File: config.mk
export PLATFORM = sky130hd
export DESIGN_NAME = fifo_stream_tx
export DESIGN_NICKNAME = d
export VERILOG_FILES = /design/src/rtl/fifo_stream_pkg.sv /design/src/rtl/baud_tick_gen.sv /design/src/rtl/fifo_stream_tx.sv
export SDC_FILE = /design/constraint.sdc
export NUM_CORES = 1
export LEC_CHECK = 0
export CAP_MARGIN = 20
export CORE_ASPECT_RATIO = 1.2
export CORE_UTILIZATION = 47
export CTS_BUF_LIST = sky130_fd_sc_hd__clkbuf_4 sky130_fd_sc_hd__clkbuf_8 sky130_fd_sc_hd__clkbuf_16
export DETAILED_ROUTE_END_ITERATION = 10
export PLACE_DENSITY = 0.81
export REMOVE_ABC_BUFFERS = 1
export SLEW_MARGIN = 25
export SYNTH_ARGS = -nofsm -noshare
export SYNTH_HDL_FRONTEND = slang
export SYNTH_SLANG_ARGS = --single-unit
File: constraint.sdc
create_clock -name clk -period 1.4 [get_ports clk]
set_clock_uncertainty 0.05 [all_clocks]
set_input_delay 0.35 -clock clk [delete_from_list [all_inputs] [get_ports clk]]
set_output_delay 0.35 -clock clk [all_outputs]
set_load 0.02 [all_outputs]
File: src/rtl/fifo_stream_pkg.sv
// Shared definitions for the FIFO stream transmitter.
//   - FSM state encodings (plain localparams so older tools can consume them)
//   - TX_IDLE_LEVEL: level driven on the serial line whenever no frame is in flight
//   - cnt_width(): width of a counter that must hold the values 0..n-1
package fifo_stream_pkg;

  localparam logic [2:0] StIdle    = 3'd0;
  localparam logic [2:0] StRequest = 3'd1;
  localparam logic [2:0] StCapture = 3'd2;
  localparam logic [2:0] StStart   = 3'd3;
  localparam logic [2:0] StData    = 3'd4;
  localparam logic [2:0] StParity  = 3'd5;
  localparam logic [2:0] StStop    = 3'd6;

  localparam logic TX_IDLE_LEVEL = 1'b1;

  // A counter of n states needs $clog2(n) bits, but never fewer than one.
  function automatic int unsigned cnt_width(input int unsigned n);
    return (n <= 1) ? 1 : $clog2(n);
  endfunction

endpackage

File: src/rtl/baud_tick_gen.sv
// Bit-period timer for the serial transmitter.
// Counts clk cycles while enabled and pulses tick_o on the last cycle of every line bit, then
// reloads, so each bit lasts exactly CLKS_PER_BIT cycles with no accumulated drift.
// Ports:
//   clk        in   clock, rising edge
//   reset_n    in   asynchronous active-low reset
//   en_i       in   count while high; counter held at zero while low
//   restart_i  in   force the counter back to zero (asserted on entry to the start bit)
//   tick_o     out  one-cycle pulse on the final cycle of a bit period
module baud_tick_gen
  import fifo_stream_pkg::*;
#(
  parameter int unsigned CLKS_PER_BIT = 16
) (
  input  logic clk,
  input  logic reset_n,
  input  logic en_i,
  input  logic restart_i,
  output logic tick_o
);

  localparam int unsigned CntW = cnt_width(CLKS_PER_BIT);
  localparam logic [CntW-1:0] CntLast = CntW'(CLKS_PER_BIT - 1);

  logic [CntW-1:0] cnt_q, cnt_d;

  assign tick_o = en_i && (cnt_q == CntLast);

  always_comb begin
    cnt_d = cnt_q;
    if (restart_i || !en_i || tick_o) begin
      cnt_d = '0;
    end else begin
      cnt_d = cnt_q + 1'b1;
    end
  end

  always_ff @(posedge clk or negedge reset_n) begin
    if (!reset_n) begin
      cnt_q <= '0;
    end else begin
      cnt_q <= cnt_d;
    end
  end

endmodule

File: src/rtl/fifo_stream_tx.sv
// FIFO-to-UART stream transmitter.
// Pulls one word at a time from a FIFO over a four-phase ready/valid handshake, then sends it
// on a UART-style line: start bit (0), WORD_LENGTH data bits LSB first, optional even parity
// bit, stop bit (1). The line idles high and is driven from a flop.
// Optional feature: define FIFO_STREAM_TX_PARITY_EN to insert an even-parity bit between the
// last data bit and the stop bit.
// Ports:
//   clk            in   clock, rising edge
//   reset_n        in   asynchronous active-low reset
//   data_in        in   word from the FIFO
//   data_in_valid  in   FIFO word valid
//   ready_in       out  request to the FIFO (high in REQUEST and CAPTURE)
//   tx             out  serial line, idle high, registered
//   busy           out  high while a captured word is being sent
//   word_done      out  one-cycle pulse on the last cycle of the stop bit
module fifo_stream_tx
  import fifo_stream_pkg::*;
#(
  parameter int unsigned WORD_LENGTH  = 8,
  parameter int unsigned CLKS_PER_BIT = 16,
  parameter int unsigned SAMPLE_DELAY = 1
) (
  input  logic                   clk,
  input  logic                   reset_n,
  input  logic [WORD_LENGTH-1:0] data_in,
  input  logic                   data_in_valid,
  output logic                   ready_in,
  output logic                   tx,
  output logic                   busy,
  output logic                   word_done
);

  localparam int unsigned BitW = cnt_width(WORD_LENGTH);
  localparam logic [BitW-1:0] BitLast = BitW'(WORD_LENGTH - 1);
  localparam logic [1:0] SampleDelay = 2'(SAMPLE_DELAY);

  logic [2:0]             state_q, state_d;
  logic [1:0]             dly_q, dly_d;
  logic [BitW-1:0]        bit_cnt_q, bit_cnt_d;
  logic [WORD_LENGTH-1:0] shift_q, shift_d;
  logic                   tx_q, tx_d;
`ifdef FIFO_STREAM_TX_PARITY_EN
  logic                   parity_q, parity_d;
`endif

  logic baud_tick;
  logic baud_restart;

  baud_tick_gen #(
    .CLKS_PER_BIT(CLKS_PER_BIT)
  ) u_baud (
    .clk      (clk),
    .reset_n  (reset_n),
    .en_i     (busy),
    .restart_i(baud_restart),
    .tick_o   (baud_tick)
  );

  // Handshake and status outputs decode straight from the state so that an asynchronous reset
  // clears them in the same cycle.
  assign ready_in  = (state_q == StRequest) || (state_q == StCapture);
  assign busy      = (state_q == StStart) || (state_q == StData) ||
                     (state_q == StParity) || (state_q == StStop);
  assign word_done = (state_q == StStop) && baud_tick;
  assign tx        = tx_q;

  always_comb begin
    state_d      = state_q;
    dly_d        = dly_q;
    bit_cnt_d    = bit_cnt_q;
    shift_d      = shift_q;
`ifdef FIFO_STREAM_TX_PARITY_EN
    parity_d     = parity_q;
`endif
    baud_restart = 1'b0;

    unique case (state_q)
      // Wait for the previous handshake to close before asking for another word.
      StIdle: begin
        if (!data_in_valid) begin
          state_d = StRequest;
        end
      end

      StRequest: begin
        if (data_in_valid) begin
          dly_d   = '0;
          state_d = StCapture;
        end
      end

      // Valid must stay high for SAMPLE_DELAY more cycles before the word is trusted.
      StCapture: begin
        if (!data_in_valid) begin
          state_d = StIdle;
        end else if (dly_q == SampleDelay) begin
          shift_d      = data_in;
`ifdef FIFO_STREAM_TX_PARITY_EN
          parity_d     = ^data_in;
`endif
          bit_cnt_d    = '0;
          baud_restart = 1'b1;
          state_d      = StStart;
        end else begin
          dly_d = dly_q + 2'd1;
        end
      end

      StStart: begin
        if (baud_tick) begin
          state_d = StData;
        end
      end

      StData: begin
        if (baud_tick) begin
          shift_d = shift_q >> 1;
          if (bit_cnt_q == BitLast) begin
            bit_cnt_d = '0;
`ifdef FIFO_STREAM_TX_PARITY_EN
            state_d   = StParity;
`else
            state_d   = StStop;
`endif
          end else begin
            bit_cnt_d = bit_cnt_q + 1'b1;
          end
        end
      end

`ifdef FIFO_STREAM_TX_PARITY_EN
      StParity: begin
        if (baud_tick) begin
          state_d = StStop;
        end
      end
`endif

      StStop: begin
        if (baud_tick) begin
          state_d = StIdle;
        end
      end

      default: begin
        state_d = StIdle;
      end
    endcase
  end

  // The line level is computed from the next state so the registered tx lines up with state_q.
  always_comb begin
    tx_d = TX_IDLE_LEVEL;
    case (state_d)
      StStart:  tx_d = 1'b0;
      StData:   tx_d = shift_d[0];
`ifdef FIFO_STREAM_TX_PARITY_EN
      StParity: tx_d = parity_d;
`endif
      default:  tx_d = TX_IDLE_LEVEL;
    endcase
  end

  always_ff @(posedge clk or negedge reset_n) begin
    if (!reset_n) begin
      state_q   <= StIdle;
      dly_q     <= '0;
      bit_cnt_q <= '0;
      shift_q   <= '0;
      tx_q      <= TX_IDLE_LEVEL;
    end else begin
      state_q   <= state_d;
      dly_q     <= dly_d;
      bit_cnt_q <= bit_cnt_d;
      shift_q   <= shift_d;
      tx_q      <= tx_d;
    end
  end

`ifdef FIFO_STREAM_TX_PARITY_EN
  always_ff @(posedge clk or negedge reset_n) begin
    if (!reset_n) begin
      parity_q <= 1'b0;
    end else begin
      parity_q <= parity_d;
    end
  end
`endif

endmodule

Word level (Yosys, flattened, before mapping)
Cells that the tools add are included.
{ "word_totals": {"romBits": 0, "register_bits": 21, "ramBits": 0, "latch_bits": 0, "wordCells": 67, "mem_count": 0} }
{ "classes": {"n_bitwise": 0, "div": 0, "n_lt_le_gt_ge": 0, "n_mux": 27, "n_mul": 0, "n_eq_ne": 16, "n_reduce_logical": 14, "n_addsub": 3, "shifts": 0} }
{ "op_table": {"columns": ["operator", "n"], "rows": [
  ["3-bit two-way mux", 12],
  ["8-bit two-way mux", 3],
  ["3-bit case mux with 6 select lines", 1],
  ["8-bit case mux with 2 select lines", 1],
  ["3-bit equality test (second input constant)", 5],
  ["3-bit by 2-bit equality test with 1-bit output (second input constant)", 3],
  ["2-bit != test (second input constant)", 4],
  ["4-bit AND reduction", 2],
  ["1-bit logical OR", 6],
  ["2-bit two-way mux", 3],
  ["3-bit case mux with 2 select lines", 1],
  ["4-bit by 1-bit adder with 4-bit output (second input constant)", 1],
  ["4-bit equality test (second input constant)", 1],
  ["4-bit two-way mux", 1],
  ["2-bit case mux with 2 select lines", 1],
  ["2-bit nonzero test", 2],
  ["3-bit by 1-bit adder with 3-bit output (second input constant)", 1],
  ["3-bit by 1-bit equality test with 1-bit output (second input constant)", 1],
  ["3-bit logical NOT", 1],
  ["1-bit two-way mux", 3],
  ["2-bit by 1-bit adder with 2-bit output (second input constant)", 1],
  ["2-bit by 1-bit equality test with 1-bit output (second input constant)", 1],
  ["1-bit logical AND", 2],
  ["2-bit by 1-bit != test with 1-bit output (second input constant)", 1],
  ["other kinds (2)", 2]
]} }

Longest topological paths before layout
{ "logic_depth": {"depth_word": 9, "depth_mapped": 6, "ltp_nobuf": 6} }

Modules after synthesis
From an unflattened synthesis, not the netlist that was laid out.
{ "hier_totals": {"hier_cells": 105, "hier_area_um2": 1097.3} }
{ "modules_own_cells": {"columns": ["module", "n_inst", "cells_per_inst", "area_each_um2", "seq_area_each_um2"], "rows": [
  ["fifo_stream_tx", 1, 88, 905.9, 426.7],
  ["baud_tick_gen", 1, 17, 191.4, 100.1]
]} }

Worst setup path after synthesis
Ideal clock, no wire load.
{ "synth_path": {"path_type": "flip-flop to output port", "start": "register u_baud.cnt_q[0]", "end": "output word_done", "path_stages_with_launch": 5, "path_buffers": 0, "arrival_ps": 1190, "setup_slack_ps": -190, "path_cell_list": "dfrtp_1 > ha_1 > and3_1 > nand2_1 > nor2_1"} }
{ "synth_via": {"elab_chain_cells": 3} }
{ "synth_rtl": {"columns": ["item", "line_no", "rtl"], "rows": [
  ["start, declared", "baud_tick_gen.sv:25", "logic [CntW-1:0] cnt_q, cnt_d;"],
  ["start signal, assigned", "baud_tick_gen.sv:42", "cnt_q <= cnt_d;"],
  ["4-bit equality test", "baud_tick_gen.sv:27", "assign tick_o = en_i && (cnt_q == CntLast);"],
  ["1-bit logical AND", "baud_tick_gen.sv:27", null],
  ["1-bit logical AND", "fifo_stream_tx.sv:64", "assign word_done = (state_q == StStop) && baud_tick;"],
  ["end, declared", "fifo_stream_tx.sv:30", "output logic word_done"]
]} }
No other way between the ends.

Worst setup path after layout
{ "layout_path": {"start": "register u_baud.cnt_q[1]", "end": "output word_done"} }
The elaborated chain is that of the path after synthesis.

==> impl_results.md <==
* RSZ-0062 raised after global routing: true
* Syn_area_per_cell at 10.7 sq um
* Leakage at 0.000773 uW
* Global route total overflow at 0
* Worst path required time at 1.00 ns
* Vias per Instance at 5.38
* Worst VDD drop at 1190 uV
* Drt wl/cell at about 16 microns
* Final period util at 126%
* Worst hold path class: input port to asynchronous set/reset pin
* Post-route design area at 1620 sq um
* DR iter-0 viols at 26
* Die height at 54.0 microns
* Initial antenna violation count at 0
* Clock transition at path regs at 0.12 ns
* Fillers at 137
* Hpwl dp at approximately 1.7 mm
* Worst-Margin Slew at roughly 0.27 ns
* Status: finished with violations
* IO Port Bufs at 14
* Complex-gate fraction of the synthesized area at approximately 15%
* Post-synthesis register bit count at 21
* Root buffer cell: clkbuf_4
* Synth unique cells at 30
* Crit path launch: u_baud.cnt_q[1]
* DRT Pass-1 Iters at 4
* Area grow syn2layout at 53.4%
* GPL Wtd Cong at 0.811
* Worst-Skew Late Latency at approximately 0.31 ns
* Max Clock Freq at 569 MHz
* Mapped Cells at 99
* Crit path launch type: flip-flop
* Max Transition Viols Final at 0
* Post-synthesis simple-gate area fraction at 21.1%
* Post-CTS Hold Fix Bufs at 0
* Critical path capture point type: primary output
* Post-route ant nets at 0
* CTS tree: built
* WHS at 0.310 ns
* WL final at 2.84 mm
* CTS max path bufs at 2
* Largest net degree at the start of global routing at 22
* Final WS setup at -0.359 ns
* Antenna cells at 0
* Main combinational cell family by area after synthesis: simple AND/OR/NAND/NOR gates
* CTS Sinks at 21
* Initial Utilization at 50.5%
* Ports at 15
* # rows at 18
* Min Tclk post-route at 1.76 ns
* Sequential element share of the synthesized area at ~50%
* Synth warn at 0
* Final Hold Viols at 0
* First-pass GRT wire length at between 3 and 4 mm
* Vias in the first global route at 883
* Post-Synth Adder-Cell Area at 4.73%
* Setup CP Type: flip-flop to primary output
* Layout cells sized above 1 at between 40% and 50%
* Reg-to-Reg Start: state_q[1]
* Xor/xnor cell area share of the yosys netlist at under 10%
* Via count at 969
* Htree depth at 1
* Worst-path maximum fanout at 2
* Total track usage at 23.9%
* Pwr dens at about 1600 nW/um^2
* Area after DPL at 1400 sq um
* Final setup viols at 18
* Worst rel slew slack at 82.0%
* Cell Area, Synth at between 1000 and 1500 sq um
* Arr. time, crit path at 1.36 ns
* Max cap viols at 0
* Failing checks: setup timing
* Die Width at 45.3 microns
* DRC at 0
* Setup_tns at -3.77 ns
* TritonCTS Buffers at 3
* Nets at approximately 170
* Die area at 2440 sq um
* Core area at 2090 sq um
* Post-synthesis mux area share at 2.84%
-- layer usage --
layer  vias to the layer above  GRT usage, %  wire [microns]
li1                        457             -               -
met1                       467          27.5            1090
met2                        31          41.8            1540
met3                        14          2.68              75
met4                         0          14.6             141
met5                         -             0               0
-- kinds of logic (layout without fill, tap and decap cells) --
logic type / after synthesis / after routing
XOR/XNOR: 4 / 4
adder cells (fa/ha/maj): 4 / 4
buffers and inverters: 8 / 59
multiplexers: 3 / 3
AND/OR/NAND/NOR: 39 / 39
flip-flops: 21 / 21
AO/OA/AOI/OAI: 20 / 20
-- stage by stage --
step | cells | setup WS (ns) | power [uW] | utilization (%)
floorplan | 95 | -0.313 | 1420 | -
global placement | 163 | -0.423 | 1820 | 66.6
detailed placement | 163 | -0.450 | 1880 | 66.6
CTS | 174 | -0.351 | 2380 | 74.2
global route | 180 | -0.403 | 2720 | 77.4
finish | 180 | -0.359 | 2600 | 77.4
-- Yosys cell counts --
cell / instances / area, sq um
a22o_1: 4 / 35.0
a22oi_2: 1 / 12.5
nand3_1: 1 / 5.00
a22oi_1: 6 / 45.0
a21oi_1: 3 / 15.0
a311oi_1: 1 / 8.76
and2_1: 1 / 6.26
xnor2_1: 2 / 17.5
and4bb_4: 1 / 16.3
nand2b_4: 1 / 13.8
o221a_2: 1 / 11.3
nand3_2: 1 / 10.0
dfrtp_1: 20 / 500
nand2b_1: 2 / 12.5
nor4bb_1: 1 / 10.0
nor3_4: 1 / 16.3
xor2_1: 2 / 17.5
nor2b_1: 2 / 12.5
buf_2: 4 / 20.0
and3_1: 3 / 18.8
o21ai_0: 3 / 15.0
ha_1: 4 / 50.1
dfstp_2: 1 / 26.3
nor2_1: 5 / 18.8
nor3_1: 3 / 15.0
nor3b_1: 1 / 7.51
a221oi_2: 1 / 15.0
mux2i_1: 3 / 30.0
nand2_1: 16 / 60.1
inv_1: 4 / 15.0
-- cells in the final DEF, fill, tap and decap left out, drive strengths merged, types with 2 or more instances in the layout --
| cell type | instances |
|---|---|
| nor2 | 5 |
| dfrtp | 20 |
| mux2i | 3 |
| a22oi | 7 |
| xnor2 | 2 |
| a22o | 4 |
| a21oi | 3 |
| ha | 4 |
| clkdlybuf4s50 | 10 |
| nand2 | 16 |
| inv | 4 |
| nand3 | 2 |
| buf | 41 |
| o21ai | 3 |
| nor2b | 2 |
| clkbuf | 4 |
| nand2b | 3 |
| and3 | 3 |
| xor2 | 2 |
| nor3 | 4 |
-- timing repair --
action                                  CTS  global route
gates resized for setup                  42             7
pin swaps                                13             6
gates cloned                              1             0
buffers inserted                          6             9
endpoints found under the setup margin   20            20
-- worst paths after layout --
path	to	slack (ns)	cells after the start
worst max-delay path	word_done	-0.36	5
worst min-delay path	shift_q[4]	0.31	2
max in group asynchronous	tx	0.72	2
min in group clk	shift_q[5]	0.45	2
worst max register to register	tx	-0.31	6
worst min register to register	shift_q[5]	0.45	2
-- final cells by class --
class | instances | area, sq um | area share [%]
inverter | 4 | 15.0 | 0.926
multi-input combinational | 70 | 577 | 35.6
sequential | 21 | 528 | 32.6
tap | 30 | 37.5 | 2.31
clock buffer | 4 | 30.0 | 1.85
timing repair buffer | 51 | 434 | 26.8
-- worst max-delay path: stages, from the launching register on --
cell,delay (ns)
dfrtp_1,0.42
ha_4,0.17
and3_4,0.18
nand2_2,0.06
nor2_1,0.08
buf_4,0.14
-- state kept, by name, indices dropped and copies added, names as in the netlist --
register and count:
shift_q 8, u_baud.cnt_q 4, bit_cnt_q 3, state_q 3
dly_q 2, tx 1
-- power by group --
part | switching, uW | internal [uW] | total [uW]
sequential | 129 | 800 | 929
clock | 194 | 131 | 325
combinational | 617 | 732 | 1350
total | 940 | 1660 | 2600
(Power assumes the default switching activity.)
